## config.mk

```make
export PLATFORM = sky130hd
export DESIGN_NAME = seq_event_counter_flat
export DESIGN_NICKNAME = d
export VERILOG_FILES = /design/src/rtl/seq_event_counter_if.sv /design/src/rtl/seq_event_counter.sv /design/src/flat_wrapper.sv
export SDC_FILE = /design/constraint.sdc
export NUM_CORES = 1
export LEC_CHECK = 0
export BUFFER_PORTS_ARGS = -buffer_cell sky130_fd_sc_hd__buf_2
export CAP_MARGIN = 20
export CORE_MARGIN = 2
export CORE_UTILIZATION = 50
export DETAILED_ROUTE_END_ITERATION = 8
export PLACE_DENSITY = 0.76
export RECOVER_POWER = 100
export SYNTH_ARGS = -nofsm -noshare
export SYNTH_HDL_FRONTEND = slang
export SYNTH_SLANG_ARGS = --single-unit
```

## constraint.sdc

```tcl
create_clock -name clk -period 6.75 [get_ports clk]
set_input_delay 1.35 -clock clk [delete_from_list [all_inputs] [get_ports clk]]
set_output_delay 1.35 -clock clk [all_outputs]
set_load 0.005 [all_outputs]
```

## src/rtl/seq_event_counter_if.sv

```systemverilog
// Readout handshake bundle for seq_event_counter.
// master: counter side (snap_busy, rd_valid, rd_data, rd_chan, rd_last out;
//         snap_req, rd_ready in). slave: consumer side, the reverse.
interface seq_event_counter_if #(
    parameter int WIDTH    = 22,
    parameter int CHANNELS = 4
);
    localparam int CW = (CHANNELS > 1) ? $clog2(CHANNELS) : 1;

    logic             snap_req;
    logic             snap_busy;
    logic             rd_valid;
    logic             rd_ready;
    logic [WIDTH-1:0] rd_data;
    logic [CW-1:0]    rd_chan;
    logic             rd_last;

    modport master (
        input  snap_req,
        input  rd_ready,
        output snap_busy,
        output rd_valid,
        output rd_data,
        output rd_chan,
        output rd_last
    );

    modport slave (
        output snap_req,
        output rd_ready,
        input  snap_busy,
        input  rd_valid,
        input  rd_data,
        input  rd_chan,
        input  rd_last
    );
endinterface

```

## src/rtl/seq_event_counter.sv

```systemverilog
// Multi-channel event counter with sticky overflow, terminal-count pulses
// and a snapshot readout streamed one channel per valid/ready beat.
// Ports: clk, reset (sync, active-high), inc/clr per channel, limit,
//        count (packed per channel), ovf, tc, rd (readout interface).
module seq_event_counter #(
    parameter int WIDTH    = 22,
    parameter int CHANNELS = 4,
    parameter int SATURATE = 0
) (
    input  logic                      clk,
    input  logic                      reset,
    input  logic [CHANNELS-1:0]       inc,
    input  logic [CHANNELS-1:0]       clr,
    input  logic [WIDTH-1:0]          limit,
    output logic [CHANNELS*WIDTH-1:0] count,
    output logic [CHANNELS-1:0]       ovf,
    output logic [CHANNELS-1:0]       tc,
    seq_event_counter_if.master       rd
);
    localparam int CW = (CHANNELS > 1) ? $clog2(CHANNELS) : 1;
    localparam logic [CW-1:0]    LAST = CW'(CHANNELS - 1);
    localparam logic [WIDTH-1:0] ONES = '1;

    typedef enum logic {IDLE, SEND} state_t;

    state_t              r_state;
    logic [WIDTH-1:0]    r_count  [CHANNELS];
    logic [WIDTH-1:0]    r_shadow [CHANNELS];
    logic [CHANNELS-1:0] r_ovf;
    logic [CHANNELS-1:0] r_tc;
    logic [CW-1:0]       r_chan;
    logic [WIDTH-1:0]    r_data;
    logic                r_valid;
    logic                r_last;
    logic [CW-1:0]       w_next_chan;

    assign w_next_chan = r_chan + 1'b1;

    // Live counters. tc only fires when an increment lands on limit,
    // so a saturated hold at all-ones never re-pulses.
    always_ff @(posedge clk) begin
        if (reset) begin
            for (int i = 0; i < CHANNELS; i++) begin
                r_count[i] <= '0;
            end
            r_ovf <= '0;
            r_tc  <= '0;
        end else begin
            for (int i = 0; i < CHANNELS; i++) begin
                r_tc[i] <= 1'b0;
                if (clr[i]) begin
                    r_count[i] <= '0;
                    r_ovf[i]   <= 1'b0;
                end else if (inc[i]) begin
                    if (r_count[i] == ONES) begin
                        r_ovf[i] <= 1'b1;
                        if (SATURATE == 0) begin
                            r_count[i] <= '0;
                            r_tc[i]    <= (limit == '0);
                        end
                    end else begin
                        r_count[i] <= r_count[i] + 1'b1;
                        r_tc[i]    <= (WIDTH'(r_count[i] + 1'b1) == limit);
                    end
                end
            end
        end
    end

    // Readout FSM. The shadow bank takes the pre-update counts at the
    // capture edge; rd_data is kept registered as shadow[rd_chan].
    always_ff @(posedge clk) begin
        if (reset) begin
            r_state <= IDLE;
            r_valid <= 1'b0;
            r_last  <= 1'b0;
            r_chan  <= '0;
            r_data  <= '0;
        end else begin
            unique case (r_state)
                IDLE: begin
                    if (rd.snap_req) begin
                        for (int i = 0; i < CHANNELS; i++) begin
                            r_shadow[i] <= r_count[i];
                        end
                        r_chan  <= '0;
                        r_data  <= r_count[0];
                        r_last  <= (CHANNELS == 1);
                        r_valid <= 1'b1;
                        r_state <= SEND;
                    end
                end
                SEND: begin
                    if (rd.rd_ready) begin
                        if (r_last) begin
                            r_valid <= 1'b0;
                            r_last  <= 1'b0;
                            r_state <= IDLE;
                        end else begin
                            r_chan <= w_next_chan;
                            r_data <= r_shadow[w_next_chan];
                            r_last <= (w_next_chan == LAST);
                        end
                    end
                end
                default: r_state <= IDLE;
            endcase
        end
    end

    for (genvar g = 0; g < CHANNELS; g++) begin : g_out
        assign count[g*WIDTH +: WIDTH] = r_count[g];
    end

    assign ovf          = r_ovf;
    assign tc           = r_tc;
    assign rd.rd_valid  = r_valid;
    assign rd.snap_busy = r_valid;
    assign rd.rd_data   = r_data;
    assign rd.rd_chan   = r_chan;
    assign rd.rd_last   = r_last;
endmodule

```

## src/flat_wrapper.sv

```systemverilog
// flat-port wrapper written by rule: the top's interface ports become plain ports
module seq_event_counter_flat 
#(
    parameter int WIDTH    = 22,
    parameter int CHANNELS = 4,
    parameter int SATURATE = 0
)
  (clk, reset, inc, clr, limit, count, ovf, tc, rd_snap_req, rd_rd_ready, rd_snap_busy, rd_rd_valid, rd_rd_data, rd_rd_chan, rd_rd_last);
  seq_event_counter_if #(.WIDTH(WIDTH), .CHANNELS(CHANNELS)) rd_i ();
  input  logic clk;
  input  logic reset;
  input  logic [CHANNELS-1:0] inc;
  input  logic [CHANNELS-1:0] clr;
  input  logic [WIDTH-1:0] limit;
  output logic [CHANNELS*WIDTH-1:0] count;
  output logic [CHANNELS-1:0] ovf;
  output logic [CHANNELS-1:0] tc;
  input wire logic [$bits(rd_i.snap_req)-1:0] rd_snap_req;
  input wire logic [$bits(rd_i.rd_ready)-1:0] rd_rd_ready;
  output wire logic [$bits(rd_i.snap_busy)-1:0] rd_snap_busy;
  output wire logic [$bits(rd_i.rd_valid)-1:0] rd_rd_valid;
  output wire logic [$bits(rd_i.rd_data)-1:0] rd_rd_data;
  output wire logic [$bits(rd_i.rd_chan)-1:0] rd_rd_chan;
  output wire logic [$bits(rd_i.rd_last)-1:0] rd_rd_last;
  assign rd_i.snap_req = rd_snap_req;
  assign rd_i.rd_ready = rd_rd_ready;
  assign rd_snap_busy = rd_i.snap_busy;
  assign rd_rd_valid = rd_i.rd_valid;
  assign rd_rd_data = rd_i.rd_data;
  assign rd_rd_chan = rd_i.rd_chan;
  assign rd_rd_last = rd_i.rd_last;
  seq_event_counter #(.WIDTH(WIDTH), .CHANNELS(CHANNELS), .SATURATE(SATURATE)) u_core (.clk(clk), .reset(reset), .inc(inc), .clr(clr), .limit(limit), .count(count), .ovf(ovf), .tc(tc), .rd(rd_i));
endmodule
```

# [Word-level counts from Yosys, hierarchy flattened]
# Memory sizes are Yosys's and may differ from the RTL's.
# Cells that the tools add are included.
[word_totals] regBits=35 mem_bits_rw=176 input_bits=34 memories=2
[op_classes] addsub=5 eq_ne=13 n_mux=93 n_bitwise=17 reduce_logical=16
[memory_table] name="u_core.r_count" words=4 word_bits=22 read_ports=4 rd_ports_with_merged_regs=0 wr=4 line_no="seq_event_counter.sv:27" source="logic [WIDTH-1:0] r_count [CHANNELS];"
[memory_table] name="u_core.r_shadow" words=4 word_bits=22 read_ports=1 rd_ports_with_merged_regs=0 wr=4 line_no="seq_event_counter.sv:28" source="logic [WIDTH-1:0] r_shadow [CHANNELS];"
[op_table] cell="22-bit 2-to-1 mux" n=15
[op_table] cell="22-bit by 1-bit adder with 22-bit output (second input constant)" n=4
[op_table] cell="22-bit equality test" n=4
[op_table] cell="22-bit equality test (second input constant)" n=4
[op_table] cell="1-bit 2-to-1 mux" n=70
[op_table] cell="22-bit case mux with 2 select lines" n=1
[op_table] cell="22-bit zero test" n=1
[op_table] cell="1-bit bitwise OR" n=12
[op_table] cell="3-bit OR reduction" n=4
[op_table] cell="2-bit AND reduction" n=5
[op_table] cell="2-bit != test (second input constant)" n=4
[op_table] cell="2-bit OR reduction" n=4
[op_table] cell="2-bit 2-to-1 mux" n=3
[op_table] cell="1-bit case mux with 2 select lines" n=3
[op_table] cell="3-bit AND reduction" n=2
[op_table] cell="1-bit NOT" n=5
[op_table] cell="2-bit case mux with 2 select lines" n=1
[op_table] cell="2-bit by 1-bit adder with 2-bit output (second input constant)" n=1
[op_table] cell="2-bit equality test (second input constant)" n=1

# [Longest topological paths before layout]
# Gate-level depths: netlist of run 1.
[depth] ltp_word=8 depth_mapped=11 mapped_depth_nobuf=9

# [Least setup slack after synthesis of run 1]
# No wires, ideal clock.
[synth_path] path_kind="input to register" start="in reset" end="mem u_core.r_shadow[0][0], enable pin" setup_time_ns=0.535 arrival_time_ns=5.429 required_time_ns=6.215 setup_slack_ns=0.786 stages=3 path_buffers=2 cell_sequence="clkbuf_1 clkbuf_1 nor2_1"
[synth_rtl] item="start: declaration" line_no="flat_wrapper.sv:11" source="input logic reset;"
[synth_rtl] item="end: declaration" line_no="seq_event_counter.sv:28"

==> results of run 1 <==
==> power groups by stage <==
stage               Sequential, uW  Clock (uW)  Combinational [uW]
floorplan                     1540           0                 201
global placement              1570           0                 291
detailed placement            1570           0                 297
CTS                           1550        1320                 298
global route                  1550        1370                 322
finish                        1550        1310                 297
==> critical path, delay by kind of cell <==
family        cells  cell delay (ps)
simple gates      1              620
buf+inv           3             2820
==> stage by stage <==
stage / instances / utilization (%) / total power, uW / area (sq um) / hold slack [ps]
floorplan: 1015 / - / 1742 / 11380 / 438.8
global placement: 1387 / 54.36 / 1864 / 12230 / 437.6
detailed placement: 1388 / 54.38 / 1871 / 12240 / 444.9
CTS: 1429 / 57.86 / 3165 / 13020 / 461.3
global route: 1430 / 57.55 / 3249 / 12950 / 489.7
finish: 1431 / 57.56 / 3157 / 12950 / 459.0
==> cell usage in the layout, fill, tap and decap left out, types with 5 or more instances in the layout <==
cell	synthesis	layout
nand2_1	48	48
mux2i_1	26	26
ha_1	8	8
mux4_2	22	22
nor2_1	154	154
clkbuf_16	0	24
clkbuf_1	45	55
buf_2	12	107
inv_1	17	17
dfxtp_1	35	35
nor3_1	13	13
edfxtp_1	176	176
xnor2_1	81	81
xor2_1	80	80
nand3_1	49	49
a2111oi_0	5	5
o21ai_0	7	8
nand3b_1	5	5
a21oi_1	15	15
and2_1	11	11
and3_1	20	20
nor4_1	14	14
o211ai_1	6	6
nand2b_1	10	10
nand4_1	30	30
a31oi_1	5	5
nor3b_1	6	6
clkinv_2	0	6
a211oi_1	26	26
==> final cells by class <==
type | count | area, sq um
Fill cell | 1861 | 9549
Sequential cell | 211 | 5986
Multi-Input combinational cell | 714 | 5009
Timing Repair Buffer | 162 | 753.2
Clock buffer | 30 | 653.1
Tap cell | 285 | 356.6
Clock inverter | 11 | 130.1
Inverter | 17 | 63.81
Antenna cell | 1 | 2.502
==> cell families after synthesis <==
kind of cell	share of synthesized area, %
multiplexers	6.838
XOR/XNOR	12.53
buffers and inverters	3.496
flip-flops	52.59
AO/OA/AOI/OAI	6.585
AND/OR/NAND/NOR	17.07
adder cells (fa/ha/maj)	0.8795
==> state kept, by name, indices dropped and copies added (netlist names) <==
register / count
u_core.r_state: 1
u_core.r_count: 88
u_core.rd.rd_chan: 2
u_core.rd.rd_last: 1
u_core.rd.rd_data: 22
u_core.r_shadow: 88
u_core.tc: 4
u_core.ovf: 4
u_core.rd.rd_valid: 1
==> layer usage <==
metal / up-vias / track usage (%) / share of wire [%]
li1: 3944 / - / -
met1: 4271 / 38.78 / 40
met2: 616 / 41.99 / 44
met3: 105 / 5.850 / 11
met4: 0 / 12.26 / 4.7
met5: - / 0 / 0
==> worst max-delay path by stage <==
stage,slack [ps],to,cells past startpoint
finish,2060,u_core.r_shadow[1][20]$_DFFE_PP_,4
global route,1740,u_core.r_shadow[2][12]$_DFFE_PP_,4
CTS,3490,u_core.r_shadow[3][14]$_DFFE_PP_,3
detailed placement,2950,u_core.r_shadow[1][0]$_DFFE_PP_,3
global placement,3040,u_core.r_shadow[1][15]$_DFFE_PP_,3
floorplan,790,u_core.r_shadow[0][0]$_DFFE_PP_,3
==> metrics.cfg, run 1 <==
[sta]
fin_skew_ps=16.93
setup_ws_ps=2056
period_needed_ps=4694
final_hold_viol_count=0
finalSetupViolCount=0
timing.final.crit_share_pct=69.54
slew_violations=101
worst_pin_slew_ps=2000
rsz0062_at_grt=no
tns_ps=0
fmax_ghz=0.2131
slew_headroom_pct=-33.32

[worst_hold_path]
min_delay_path_depth=1
min_from=u_core.ovf[1]$_SDFFE_PP0N_
min_path_type=reg2reg
whs_endpoint=u_core.ovf[1]$_SDFFE_PP0N_

[yosys]
syn-cell-area_sq_um=11380
yosys_register_bits=211
synth_most_common_cell=edfxtp_1
yosys_warnings=0
yosys-top-cells-count=176 x edfxtp_1, 154 x nor2_1, 81 x xnor2_1
synth_top_area_cell=edfxtp_1
syn-num-nets=1057
ys_seq_area_share_pct=52.59
synth.area.top_cells=edfxtp_1 46%, xnor2_1 6.2%, dfxtp_1 6.2%
yosys_most_used_dff=edfxtp_1
syn_inst=1015
synth_edf_count=176
yosys.area.top_type_share_pct=46.44
synth_cell_type_count=69
syn_area_per_cell_sq_um=11.21
async_flop_share_pct=0

[cts]
htree_levels=1
clock-sinks=211
cts-hold-fix-buffers=0
cts-resized-gates=0
clock_path_buffers=3
clk_pin_slew_ps=60
cts_root_buffer=clkbuf_16
cts_buffers=23
tritoncts=yes
clock_latency_ps=510
cts_setup_buffers=0

[place]
io_buffer_count=156
place_congestion=1.003
place_ws_ps=2951
dp_hpwl_mm=24.13

[routing]
drc=0
drt_iter0_drc=1154
wl_per_cell_microns=23.66
routed_via_density=6.245
antenna_left=0
routed_wl_mm=33.86
dr.pass1.iters=5
vias=8936

[global_routing]
antenna_found_initial=0
grt_max_degree=49
grt_remaining_overflow=0
grt_usage_pct=27.72
grt_pass1_wl_mm=50.07
grt_pass1_vias=8218

[pwr]
power_switching_uw=770.4
p_int_uw=2387
p_leak_uw=0.004697
power.density_nw_per_um2=243.7
pwr-share-seq_pct=49.1
clkPwrFrac_pct=41.5
combPwrFrac_pct=9.4
vdd_drop_max_mv=0.1273
p_sw_share_pct=24.40

[critical_path]
cp-start-kind=input pin
crit_slowest_cell=clkbuf_1
end_kind=flop
r2r_cells=6
crit_path_start=reset
path_cells=clkbuf_1, nor2_1, clkbuf_1, buf_4
path_class=in2reg
crit_top_cell=clkbuf_1
cp_slowest_stage_delay_ps=1440
cp_data_required_time_ps=6890
worstPathArrival_ps=4830
r2r_slack_ps=2610
rr_startpoint=u_core.rd.rd_chan[0]$_SDFFE_PP0P_
critPathMaxFanout=48
r2r_end=u_core.rd.rd_data[16]$_SDFFE_PP0P_

[die]
die_x_microns=154.9
io_pins=157
dieArea_sq_um=23980
die_h_microns=154.9
core_area_sq_um=22500
start_util_pct=50.58
rows=55

[status]
status=finished, violations left
violations=max-capacitance violations, max-slew violations

[flow_run]
drv_cap=3

[finish]
drive_gt1_share_pct=16.24
nets=1171
synthToLayoutAreaGrowth_pct=13.82

Note: power is estimated with default switching activity, not from simulation.
==> run 2, diff against run 1 <==
PLACE_DENSITY = 0.79   (was 0.76)
clock period = 4.3 ns   (was 6.75 ns; I/O delays follow)
==> metrics.cfg, run 2 (synthesis results as in run 1) <==
[sta]
finalSetupViolCount=0
setup_ws_ps=928.9
slew_headroom_pct=-49.53
rsz0062_at_grt=no
slew_violations=135
timing.final.crit_share_pct=78.40
worst_pin_slew_ps=2243
final_hold_viol_count=0
tns_ps=0
period_needed_ps=3371
fmax_ghz=0.2966
fin_skew_ps=22.45

[routing]
routed_wl_mm=34.02
drc=0
routed_via_density=6.162
drt_iter0_drc=919
antenna_left=0
dr.pass1.iters=7
wl_per_cell_microns=23.72
vias=8836

[pwr]
p_int_uw=3675
p_leak_uw=0.004671
power_switching_uw=1222
vdd_drop_max_mv=0.2321
pwr-share-seq_pct=49.7
clkPwrFrac_pct=40.8
power.density_nw_per_um2=379.0
p_sw_share_pct=24.96
combPwrFrac_pct=9.5
p_total_uw=4898

[critical_path]
r2r_cells=9
end_kind=flop
path_cells=and3_1, and3_1, and4_1, nand3_1, nand3_1, clkbuf_1, nor3_1, and3_1, a31o_1
rr_startpoint=u_core.r_count[0][8]$_SDFFCE_PN0P_
critical_path.endpoint=u_core.tc[0]$_SDFF_PP0_
worstPathArrival_ps=3800
r2r_slack_ps=930
crit_slowest_cell=clkbuf_1
cp_slowest_stage_delay_ps=730
crit_path_start=u_core.r_count[0][8]$_SDFFCE_PN0P_
cp_data_required_time_ps=4730
path_class=reg2reg
critPathMaxFanout=22
r2r_end=u_core.tc[0]$_SDFF_PP0_
cp-start-kind=flop
crit_top_cell=and3_1

[cts]
tritoncts=yes
cts-hold-fix-buffers=0
htree_levels=1
clock_latency_ps=530
cts_buffers=23
cts-resized-gates=0
cts_root_buffer=clkbuf_16
clock_path_buffers=3
cts_setup_buffers=0
clk_pin_slew_ps=70
clock-sinks=211

[status]
status=finished, violations left
violations=max-capacitance violations, max-slew violations

[place]
placed_cell_area_sq_um=12280
io_buffer_count=156
dp_hpwl_mm=24.67
place_congestion=0.9465
place_ws_ps=1389

[die]
rows=55
die_h_microns=154.9
io_pins=157
start_util_pct=50.58
dieArea_sq_um=23980
die_x_microns=154.9
core_area_sq_um=22500

[finish]
diodes=0
drive_gt1_share_pct=15.49
nets=1174
final_cell_mix=176 x edfxtp_1, 153 x nor2_1, 103 x buf_2
final_common_cell=edfxtp_1
final_area_sq_um=12920
synthToLayoutAreaGrowth_pct=13.54

[worst_hold_path]
min_path_type=reg2reg

[global_routing]
grt_pass1_vias=8223
grt_usage_pct=28.14
grt_pass1_wl_mm=50.88
antenna_found_initial=1
grt_max_degree=89
grt_remaining_overflow=0

[flow_run]
drv_cap=2

[run 2: changes by cell type in the layout (fill, tap and decap cells not counted), moves of 3 or more]
cell / previous run / this run
buf_2: 107 / 103
clkbuf_1: 55 / 62
clkbuf_8: 3 / 0
clkinv_1: 1 / 4
[run 2: cell type report]
type | instances | area [sq um]
Inverter | 17 | 63.81
Multi-Input combinational cell | 714 | 4996
Clock buffer | 28 | 594.3
Tap cell | 285 | 356.6
Fill cell | 1945 | 9580
Clock inverter | 14 | 161.4
Timing Repair Buffer | 165 | 764.5
Sequential cell | 211 | 5986
[run 2: stage by stage]
stage          instances  utilization [%]  hold slack (ps)
3_5_place_dp        1392            54.58            456.0
5_1_grt             1434            57.43            498.9
6_report            1434            57.43            459.5
2_1_floorplan       1015                -            438.8
3_3_place_gp        1392            54.58            439.9
4_1_cts             1434            57.94            464.3
[run 2: power by group through the flow]
stage | registers [uW] | clock network [uW] | logic, uW
6_report | 2430 | 2000 | 464
2_1_floorplan | 2420 | 0 | 316
3_3_place_gp | 2470 | 0 | 467
4_1_cts | 2430 | 2020 | 472
3_5_place_dp | 2470 | 0 | 471
5_1_grt | 2440 | 2100 | 505
[run 2: worst max-delay path, delay by kind of cell (launching register included)]
kind / cells / cell delay [ps]
simple gates: 7 / 1690
buf+inv: 1 / 730
compound gates: 1 / 190
flops: 1 / 660
[run 2: worst min path at each step]
stage / from / end / slack [ps] / cells after the start
global route: u_core.ovf[3]$_SDFFE_PP0N_ / u_core.ovf[3]$_SDFFE_PP0N_ / 500 / 2
CTS: u_core.ovf[3]$_SDFFE_PP0N_ / u_core.ovf[3]$_SDFFE_PP0N_ / 460 / 2
global placement: u_core.ovf[3]$_SDFFE_PP0N_ / u_core.ovf[3]$_SDFFE_PP0N_ / 440 / 2
detailed placement: u_core.ovf[3]$_SDFFE_PP0N_ / u_core.ovf[3]$_SDFFE_PP0N_ / 460 / 2
finish: u_core.ovf[3]$_SDFFE_PP0N_ / u_core.ovf[3]$_SDFFE_PP0N_ / 460 / 2
floorplan: u_core.ovf[3]$_SDFFE_PP0N_ / u_core.ovf[3]$_SDFFE_PP0N_ / 440 / 2
[run 2: metal layers]
layer | track usage (%) | routed length (microns) | up-vias | share of wire (%)
met2 | 44.68 | 15690 | 534 | 46
met5 | 0 | 18 | - | 0.053
met4 | 6.349 | 851 | 2 | 2.5
met3 | 4.513 | 3672 | 70 | 11
li1 | - | - | 3949 | -
met1 | 41.08 | 13790 | 4281 | 41
==> run 3, diff against run 2 <==
ABC_AREA = 1   (was not set)
PLACE_DENSITY = 0.76   (was 0.79)
clock period = 3.26 ns   (was 4.3 ns; I/O delays follow)
==> metrics.cfg, run 3 <==
[global_routing]
grt_usage_pct=34.18
grtUsageMet1_pct=47.19
grt_remaining_overflow=0
grt_pass1_wl_mm=62.95
grt_max_degree=47
use_met3_pct=7.431
busiest_layer=met2
grt_pass1_vias=10260
grt_util_met2_pct=51.91
antenna_found_initial=0

[yosys]
syn-cell-area_sq_um=11960
ys_seq_area_share_pct=50.07
async_flop_share_pct=0
syn-num-nets=1493
synth.area.top_cells=edfxtp_1 44%, nand2_1 12%, nor2_1 6.9%
yosys_warnings=0
synth_cell_type_count=38
synth_most_common_cell=nand2_1
yosys_most_used_dff=edfxtp_1
syn_area_per_cell_sq_um=8.239
yosys.area.top_type_share_pct=44.21
synth_top_area_cell=edfxtp_1
yosys-top-cells-count=369 x nand2_1, 219 x nor2_1, 176 x edfxtp_1
yosys_register_bits=211
syn_inst=1451
synth_edf_count=176

[finish]
synthToLayoutAreaGrowth_pct=14.82
nets=1658
drive_gt1_share_pct=9.926
final_common_cell=nand2_1
final_cell_mix=372 x nand2_1, 226 x nor2_1, 176 x edfxtp_1
instances_no_fill=1951
n_fill_cell=2183
diodes=0

[sta]
worst_pin_slew_ps=1348
fin_skew_ps=7.580
tns_ps=0
rsz0062_at_grt=no
final_hold_viol_count=0
finalSetupViolCount=0
slew_headroom_pct=10.11
period_needed_ps=2910
fmax_ghz=0.3436
slew_violations=0
timing.final.crit_share_pct=89.27

[critical_path]
crit_top_cell=o21ai_0
end_kind=flop
worstPathArrival_ps=3290
cp_data_required_time_ps=3640
cp_slowest_stage_delay_ps=720
crit_family=buffers and inverters
crit_slowest_cell=clkbuf_1
critPathMaxFanout=23
path_cells=clkinv_1, ha_1, clkbuf_1, inv_1, o21ai_0, o221ai_1, o21ai_0, a21oi_1
path_buf_inv=3
path_class=reg2reg
cp-start-kind=flop

[die]
die_h_microns=158.6
start_util_pct=50.93
dieArea_sq_um=25160
die_x_microns=158.6
io_pins=157
core_area_sq_um=23470
rows=56

[routing]
antenna_left=0
routed_via_density=5.843
dr.pass1.iters=7
drc=0
vias=11400
routed_wl_mm=43.09
wl_per_cell_microns=22.09
drt_iter0_drc=1734

[place]
place_congestion=1.029
place_inst=1910
io_buffer_count=156
dp_hpwl_mm=31.89

[cts]
htree_levels=1
clock_latency_ps=520
clock_path_buffers=3
clock-sinks=211
tritoncts=yes
cts-resized-gates=0
clk_pin_slew_ps=60
cts-hold-fix-buffers=0
cts_buffers=23
cts_setup_buffers=0
cts_root_buffer=clkbuf_16

[flow_run]
drv_cap=0

[pwr]
p_int_uw=4952
combPwrFrac_pct=10.4
clkPwrFrac_pct=41.6
power.density_nw_per_um2=487.7
p_leak_uw=0.005604
power_switching_uw=1743
p_sw_share_pct=26.03
vdd_drop_max_mv=0.3027
pwr-share-seq_pct=48.0

[status]
status=finished, final reports clean

[worst_hold_path]
min_path_type=in2reg

==> run 3: area by class of cell <==
class	count	area [sq um]	area share, %
multi-input combinational	1063	5229	38.09
clock inverter	13	175.2	1.276
sequential	211	5986	43.61
tap	319	399.1	2.908
inverter	142	533.0	3.883
clock buffer	28	624.3	4.548
timing repair buffer	175	780.7	5.688
==> run 3: per-layer routing <==
metal  vias up  wire [microns]
li1       5198               -
met1      5243           15960
met2       814           18940
met3       145            5852
met4         0            2342
met5         -               0
==> run 3: worst register-to-register path, delay by kind of cell (launching register included) <==
| kind | cells | cell delay [ps] |
|---|---|---|
| buffers and inverters | 3 | 1400 |
| AOI/OAI and AO/OA | 4 | 770 |
| DFF | 1 | 330 |
| adders and majority gates | 1 | 280 |
==> run 3: final timing paths <==
path / startpoint / endpoint / slack [ps] / cells after the start
setup / recovery: u_core.rd.rd_chan[0]$_SDFFE_PP0P_ / u_core.rd.rd_data[18]$_SDFFE_PP0P_ / 350 / 8
hold / removal: rd_snap_req / u_core.r_state$_SDFF_PP0_ / 410 / 3
setup reg to reg: u_core.rd.rd_chan[0]$_SDFFE_PP0P_ / u_core.rd.rd_data[18]$_SDFFE_PP0P_ / 350 / 8
hold reg to reg: u_core.rd.rd_valid$_SDFFE_PP0P_ / u_core.rd.rd_valid$_SDFFE_PP0P_ / 500 / 2
==> run 3: power groups by stage <==
stage,Combinational [uW],Clock (uW),Sequential (uW)
detailed placement,696,0,3260
global route,754,2890,3230
finish,697,2780,3220
global placement,693,0,3250
CTS,703,2790,3200
floorplan,387,0,3200
==> run 3: kinds of logic (layout without fill, tap and decap cells) <==
group	after synthesis	count (layout)	share of synthesized area [%]
and+or+nand+nor	818	818	29.66
buffers and inverters	177	358	5.777
xor gates and xnor gates	55	55	5.296
adders and majority gates	8	8	0.8373
DFF	211	211	50.07
AOI/OAI and AO/OA	182	182	8.362
==> run 3: through the flow <==
stage | cell area, sq um | utilization (%) | setup slack (ps) | hold slack, ps | total power [uW]
floorplan | 11960 | - | 587.0 | 467.4 | 3589
global placement | 13150 | 56.03 | 824.1 | 478.0 | 3946
detailed placement | 13150 | 56.03 | 705.7 | 489.1 | 3956
CTS | 13950 | 59.44 | 683.5 | 403.8 | 6698
global route | 13730 | 58.48 | 189.6 | 414.4 | 6872
finish | 13730 | 58.48 | 349.8 | 407.6 | 6695
